--- src/rtl/reg_file_pkg.sv ---
`default_nettype none
// +----------------------------------------------------------------------------+
// | Module      : reg_file_pkg                                                 |
// | Description : Shared constants and address-qualification helper for the   |
// |               parametrised CPU register bank.                              |
// | Revision    : 1.0 - initial release                                        |
// +----------------------------------------------------------------------------+
package reg_file_pkg;

  // Default geometry matches the original 4x8 register bank.
  localparam int unsigned DEF_DATA_W  = 8;
  localparam int unsigned DEF_ADDR_W  = 2;
  localparam int unsigned DEF_NREGS   = 4;
  localparam int unsigned DEF_TAP_REG = 2;
  localparam int unsigned DEF_ZERO_R0 = 1;

  // Index of the optional hard-wired zero register.
  localparam int unsigned ZERO_IDX = 0;

  // True when an address refers to real, modifiable storage. The same test
  // decides whether a write lands and whether a read may return non-zero
  // data (including forwarded write data), so both sides stay consistent.
  function automatic logic addr_writable(input int unsigned addr,
                                         input int unsigned nregs,
                                         input int unsigned zero_r0);
    logic in_range;
    logic is_zero_reg;
    in_range    = (addr < nregs);
    is_zero_reg = (zero_r0 != 0) && (addr == ZERO_IDX);
    return in_range && !is_zero_reg;
  endfunction

endpackage
`default_nettype wire

--- src/rtl/reg_file_read_port.sv ---
`default_nettype none
// +----------------------------------------------------------------------------+
// | Module      : reg_file_read_port                                           |
// | Description : One registered read port of the register bank: address      |
// |               qualification, optional write-through forwarding and the     |
// |               rd_en-gated output register.                                 |
// |               Build option: REG_FILE_BYPASS_EN enables forwarding of the    |
// |               same-edge write data to this port.                           |
// | Revision    : 1.0 - initial release                                        |
// +----------------------------------------------------------------------------+
module reg_file_read_port
  import reg_file_pkg::*;
#(
  parameter int unsigned DATA_W  = DEF_DATA_W,
  parameter int unsigned ADDR_W  = DEF_ADDR_W,
  parameter int unsigned NREGS   = DEF_NREGS,
  parameter int unsigned ZERO_R0 = DEF_ZERO_R0
) (
  input  logic                    clock,
  input  logic                    reset,
  input  logic                    rd_en,
  input  logic [ADDR_W-1:0]       rd_addr,
  input  logic [NREGS*DATA_W-1:0] rf_flat,
  input  logic                    wr_en,
  input  logic [ADDR_W-1:0]       wr_addr,
  input  logic [DATA_W-1:0]       wr_data,
  output logic [DATA_W-1:0]       rd_data
);

  logic              w_readable;
  logic [DATA_W-1:0] w_stored;
  logic [DATA_W-1:0] w_sel;
  logic [DATA_W-1:0] rd_data_d;
  logic [DATA_W-1:0] rd_data_q;

  // Out-of-range and zero-register addresses always read as zero.
  assign w_readable = addr_writable(32'(rd_addr), NREGS, ZERO_R0);

  // Select the stored value; the compare loop avoids indexing past NREGS.
  always_comb begin
    w_stored = '0;
    for (int unsigned i = 0; i < NREGS; i++) begin
      if (32'(rd_addr) == i) begin
        w_stored = rf_flat[i*DATA_W +: DATA_W];
      end
    end
  end

`ifdef REG_FILE_BYPASS_EN
  logic w_fwd;

  // A write landing on this edge to the same address is forwarded.
  assign w_fwd = wr_en && (wr_addr == rd_addr);

  // Choose between zero, forwarded write data and stored data.
  always_comb begin
    w_sel = '0;
    if (w_readable) begin
      w_sel = w_fwd ? wr_data : w_stored;
    end
  end
`else
  // Write port is not consulted when forwarding is compiled out.
  logic w_unused_wr;
  assign w_unused_wr = ^{wr_en, wr_addr, wr_data};

  // Choose between zero and stored data (old value on a same-edge write).
  always_comb begin
    w_sel = '0;
    if (w_readable) begin
      w_sel = w_stored;
    end
  end
`endif

  // Capture on rd_en, otherwise hold the previous read result.
  always_comb begin
    rd_data_d = rd_data_q;
    if (rd_en) begin
      rd_data_d = w_sel;
    end
  end

  // Output register.
  always_ff @(posedge clock or negedge reset) begin
    if (!reset) begin
      rd_data_q <= '0;
    end else begin
      rd_data_q <= rd_data_d;
    end
  end

  assign rd_data = rd_data_q;

endmodule
`default_nettype wire

--- src/rtl/reg_file_bank.sv ---
`default_nettype none
// +----------------------------------------------------------------------------+
// | Module      : reg_file_bank                                                |
// | Description : NREGS x DATA_W register bank with one write port, two        |
// |               registered read ports (rd_en / rd_valid), a registered tap   |
// |               of register TAP_REG and a written-since-reset mask.          |
// |               Build option: REG_FILE_BYPASS_EN forwards same-edge write    |
// |               data to the read ports (the tap is never forwarded).         |
// | Revision    : 1.0 - initial release                                        |
// +----------------------------------------------------------------------------+
module reg_file_bank
  import reg_file_pkg::*;
#(
  parameter int unsigned DATA_W  = DEF_DATA_W,
  parameter int unsigned ADDR_W  = DEF_ADDR_W,
  parameter int unsigned NREGS   = DEF_NREGS,
  parameter int unsigned TAP_REG = DEF_TAP_REG,
  parameter int unsigned ZERO_R0 = DEF_ZERO_R0
) (
  input  logic              clock,
  input  logic              reset,
  input  logic [ADDR_W-1:0] rd_addr1,
  input  logic [ADDR_W-1:0] rd_addr2,
  input  logic              rd_en,
  input  logic [ADDR_W-1:0] wr_addr,
  input  logic [DATA_W-1:0] wr_data,
  input  logic              wr_en,
  output logic [DATA_W-1:0] rd_data1,
  output logic [DATA_W-1:0] rd_data2,
  output logic              rd_valid,
  output logic [DATA_W-1:0] tap_data,
  output logic [NREGS-1:0]  written_mask
);

  logic [DATA_W-1:0]       rf_q [NREGS];
  logic [DATA_W-1:0]       rf_d [NREGS];
  logic [NREGS-1:0]        mask_q;
  logic [NREGS-1:0]        mask_d;
  logic [DATA_W-1:0]       tap_q;
  logic [DATA_W-1:0]       tap_d;
  logic                    rd_valid_q;
  logic                    rd_valid_d;
  logic                    w_wr_ok;
  logic [NREGS*DATA_W-1:0] w_rf_flat;

  // A write lands only on real, modifiable storage.
  assign w_wr_ok = wr_en && addr_writable(32'(wr_addr), NREGS, ZERO_R0);

  // Next-state of storage and written mask from the write port.
  always_comb begin
    rf_d   = rf_q;
    mask_d = mask_q;
    if (w_wr_ok) begin
      for (int unsigned i = 0; i < NREGS; i++) begin
        if (32'(wr_addr) == i) begin
          rf_d[i]   = wr_data;
          mask_d[i] = 1'b1;
        end
      end
    end
  end

  // Tap mirrors the pre-write contents; valid follows rd_en by one edge.
  always_comb begin
    tap_d      = rf_q[TAP_REG];
    rd_valid_d = rd_en;
  end

  // Storage, mask, tap and valid registers.
  always_ff @(posedge clock or negedge reset) begin
    if (!reset) begin
      for (int unsigned i = 0; i < NREGS; i++) begin
        rf_q[i] <= '0;
      end
      mask_q     <= '0;
      tap_q      <= '0;
      rd_valid_q <= 1'b0;
    end else begin
      rf_q       <= rf_d;
      mask_q     <= mask_d;
      tap_q      <= tap_d;
      rd_valid_q <= rd_valid_d;
    end
  end

  // Flatten storage for the read-port sub-modules.
  for (genvar g = 0; g < NREGS; g++) begin : g_flat
    assign w_rf_flat[g*DATA_W +: DATA_W] = rf_q[g];
  end

  reg_file_read_port #(
    .DATA_W  (DATA_W),
    .ADDR_W  (ADDR_W),
    .NREGS   (NREGS),
    .ZERO_R0 (ZERO_R0)
  ) u_rd_port1 (
    .clock   (clock),
    .reset   (reset),
    .rd_en   (rd_en),
    .rd_addr (rd_addr1),
    .rf_flat (w_rf_flat),
    .wr_en   (wr_en),
    .wr_addr (wr_addr),
    .wr_data (wr_data),
    .rd_data (rd_data1)
  );

  reg_file_read_port #(
    .DATA_W  (DATA_W),
    .ADDR_W  (ADDR_W),
    .NREGS   (NREGS),
    .ZERO_R0 (ZERO_R0)
  ) u_rd_port2 (
    .clock   (clock),
    .reset   (reset),
    .rd_en   (rd_en),
    .rd_addr (rd_addr2),
    .rf_flat (w_rf_flat),
    .wr_en   (wr_en),
    .wr_addr (wr_addr),
    .wr_data (wr_data),
    .rd_data (rd_data2)
  );

  assign rd_valid     = rd_valid_q;
  assign tap_data     = tap_q;
  assign written_mask = mask_q;

endmodule
`default_nettype wire

--- config.mk ---
export PLATFORM = sky130hd
export DESIGN_NAME = reg_file_bank
export DESIGN_NICKNAME = d
export VERILOG_FILES = /design/src/rtl/reg_file_pkg.sv /design/src/rtl/reg_file_read_port.sv /design/src/rtl/reg_file_bank.sv
export SDC_FILE = /design/constraint.sdc
export NUM_CORES = 1
export LEC_CHECK = 0
export ABC_CLOCK_PERIOD_IN_PS = 2600
export CAP_MARGIN = 10
export CORE_UTILIZATION = 25
export CTS_BUF_LIST = sky130_fd_sc_hd__clkbuf_2
export DETAILED_ROUTE_END_ITERATION = 6
export DONT_BUFFER_PORTS = 1
export GPL_TIMING_DRIVEN = 1
export MAX_ROUTING_LAYER = met4
export PLACE_DENSITY = 0.42
export SYNTH_ARGS = -nofsm -noshare
export SYNTH_HDL_FRONTEND = slang
export SYNTH_SLANG_ARGS = --single-unit
--- constraint.sdc ---
create_clock -name clock -period 2.6 [get_ports clock]
set_clock_uncertainty 0.1 [all_clocks]
set_input_delay 0.26 -clock clock [delete_from_list [all_inputs] [get_ports clock]]
set_output_delay 0.26 -clock clock [all_outputs]
set_load 0.03 [all_outputs]
==> impl_metrics.csv <==
group,metric,value,unit
sta,worst_pin_slew,1.025,ns
clock_tree,htreeDepth,2,
route,vias,1383,
route,via_per_inst,4.870,
sta,fin_crit_sh,0.7874,
route,avgRoutedWirePerCell,18.23,um
floorplanning,io_pins,47,
sta,max_slew_margin,0.3143,
floorplanning,fp.dieH,96.39,um
setup_path,rr_worst_depth,3,
clock_tree,cts_buffers,5,
pwr,p_comb_frac,0.125,
setup_path,crit_type,"in -> reg",
sta,drv_slew,0,
synthesis,synth_cell_types,15,
global_route,overflow,0,
global_route,track_usage,0.1246,
sta,finalCriticalPeriod,2.047,ns
pwr,ir_drop,0.2020,mV
clock_tree,clock_sinks,53,
route,drc,0,
floorplanning,start_util,0.2566,
route,drtPass1Iterations,4,
placed_design,gp_congestion,0.7508,
cells_and_area,final_nets,193,
outcome,status,"finished clean",
route,dr.first_iter.drc_count,25,
clock_tree,post_cts_buffers,0,
run,maxCapViolations,0,
setup_path,critPathLaunchType,"input port",
sta,setup_viol,0,
synthesis,ys_warn_count,0,
synthesis,ys_seq_area_frac,0.5955,
cells_and_area,instances_no_fill,284,
clock_tree,clockBufferDepth,2,
synthesis,syn_area,2227,sq um
setup_path,critPathArrivalTime,2.31,ns
clock_tree,cts_tree,"done",
floorplanning,chipWidth,96.39,um
cells_and_area,drive_gt1_frac,0.2045,
global_route,grt_max_degree,54,
route,ant_nets,0,
placed_design,port_buffers,0,
cells_and_area,mostFrequentLayoutCells,"53 x dfrtp_1, 24 x mux2_2, 18 x dlygate4sd3_1",
pwr,switchingPower,622.7,uW
route,wl,5.176,mm
clock_tree,clk_pin_slew,0.28,ns
sta,whs,0.1297,ns
pwr,p_per_area,759.1,nW/um^2
cells_and_area,antenna_cells,0,
synthesis,synthCells,158,
cells_and_area,syn_to_final_growth,17.13,%
sta,rsz0062_at_grt,"no",
pwr,clkPwrFrac,0.262,
sta,finalSetupTns,0,ns
placed_design,hpwl,3.306,mm
pwr,p_int,1358,uW
hold_path,whs_path_depth,2,
floorplanning,die_area,9290,sq um
floorplanning,rows,34,
pwr,pwr-share-seq,0.613,
setup_path,end_kind,"flip-flop",
pwr,p_total,1980,uW
synthesis,yosys-top-cells-area,"dfrtp_1 60%, mux2_2 12%, mux2i_1 7.2%",
pwr,switching_share,0.3144,
synthesis,synth_area_per_cell,14.10,sq um
global_route,grt_pass1_vias,1462,
hold_path,hp-class,"in -> reg",
clock_tree,cts-root-buf,"clkbuf_2",
setup_path,required,2.86,ns
synthesis,synth_top_area_share,0.5955,
placed_design,dp.cells,257,
synthesis,synth_fp_nets,176,
sta,hold_viol,0,
floorplanning,coreArea,8678,sq um
setup_path,critical_path_peak_fanout,33,
global_route,antenna_found_initial,0,
cells_and_area,final_common_cell,"dfrtp_1",
synthesis,ys_ff_latch,53,
sta,clock.fmax,488.4,MHz
synthesis,synth_top_area_cell,"dfrtp_1",
cells_and_area,num-fill-cells,902,
global_route,grt_pass1_wl,8.079,mm
clock_tree,insertion_delay,0.44,ns
pwr,p_leak,0.001067,uW
==> final timing paths <==
kind	start	to	slack (ns)
setup / recovery	rd_en	u_rd_port2.rd_data[6]	0.55
hold / removal	rd_addr1[1]	u_rd_port1.rd_data[1]	0.13
setup reg to reg	rf_q[22]	u_rd_port1.rd_data[6]	1.17
hold reg to reg	tap_d[7]	tap_data[7]	0.36
max in group asynchronous	reset	tap_d[7]	1.96
min in group asynchronous	reset	written_mask[3]	0.18
==> what timing repair did <==
action / CTS / global route
gates resized for setup: 0 / 0
hold endpoints to repair: 94 / 1
hold buffers: 17 / 2
==> per-stage QoR <==
step,worst slack (ns),utilization,cell area (sq um)
2_1_floorplan,1.531,-,2227
3_3_place_gp,1.359,0.2663,2311
4_1_cts,0.5847,0.2983,2589
5_1_grt,0.4620,0.3006,2609
6_report,0.5527,0.3006,2609
3_5_place_dp,1.355,0.2663,2311
==> metal layers <==
layer  wire length, um  GRT usage
met3               268    0.03678
met1              2055     0.1349
met4               112    0.04902
met5                 0          -
met2              2738     0.2151
==> synth_stat cells <==
master	instances
clkbuf_1	3
or2b_1	2
inv_1	2
nand2_1	2
buf_4	4
buf_2	2
nand2b_1	15
o211ai_1	14
nand3b_2	2
mux2_2	24
o221ai_1	2
mux2i_1	16
nand4b_1	16
dfrtp_1	53
nand3_2	1
==> worst max-delay path, cell delays in order <==
cell,delay [ns]
dlygate4sd3_1,1.21
nand4b_1,0.16
dlygate4sd3_1,0.61
o221ai_1,0.07
==> layout make-up <==
cell class	instances	area [sq um]	share of cell area
flip-flops and latches	53	1326	0.5084
multi-input cells	94	842.1	0.3228
repair buffers	19	207.7	0.07962
well taps	108	135.1	0.05180
clock inverters	3	65.06	0.02494
clock buffers	5	25.02	0.009592
inverters	2	7.507	0.002878
==> flip-flops by register name, indices dropped and copies added, names as in the netlist <==
signal / flops
rf_q: 16
tap_d: 8
tap_data: 8
u_rd_port1.rd_data: 8
u_rd_port2.rd_data: 8
written_mask: 4
rd_valid: 1
==> cells by family (layout without fill, tap and decap cells) <==
| kind of cell | Yosys count | count (layout) | synth area share |
|---|---|---|---|
| AOI/OAI and AO/OA | 16 | 16 | 0.05506 |
| muxes | 40 | 40 | 0.1933 |
| and+or+nand+nor | 38 | 38 | 0.1298 |
| DFF | 53 | 53 | 0.5955 |
| buffers and inverters | 11 | 29 | 0.02641 |
==> power groups by stage <==
stage                     Clock (uW)  Sequential, uW  Combinational (uW)
after floorplan                    0            1190                 176
after global placement             0            1230                 178
after detailed placement           0            1230                 184
after CTS                        532            1220                 250
after global routing             565            1240                 277
final                            520            1210                 247
(Power assumes the default switching activity.)
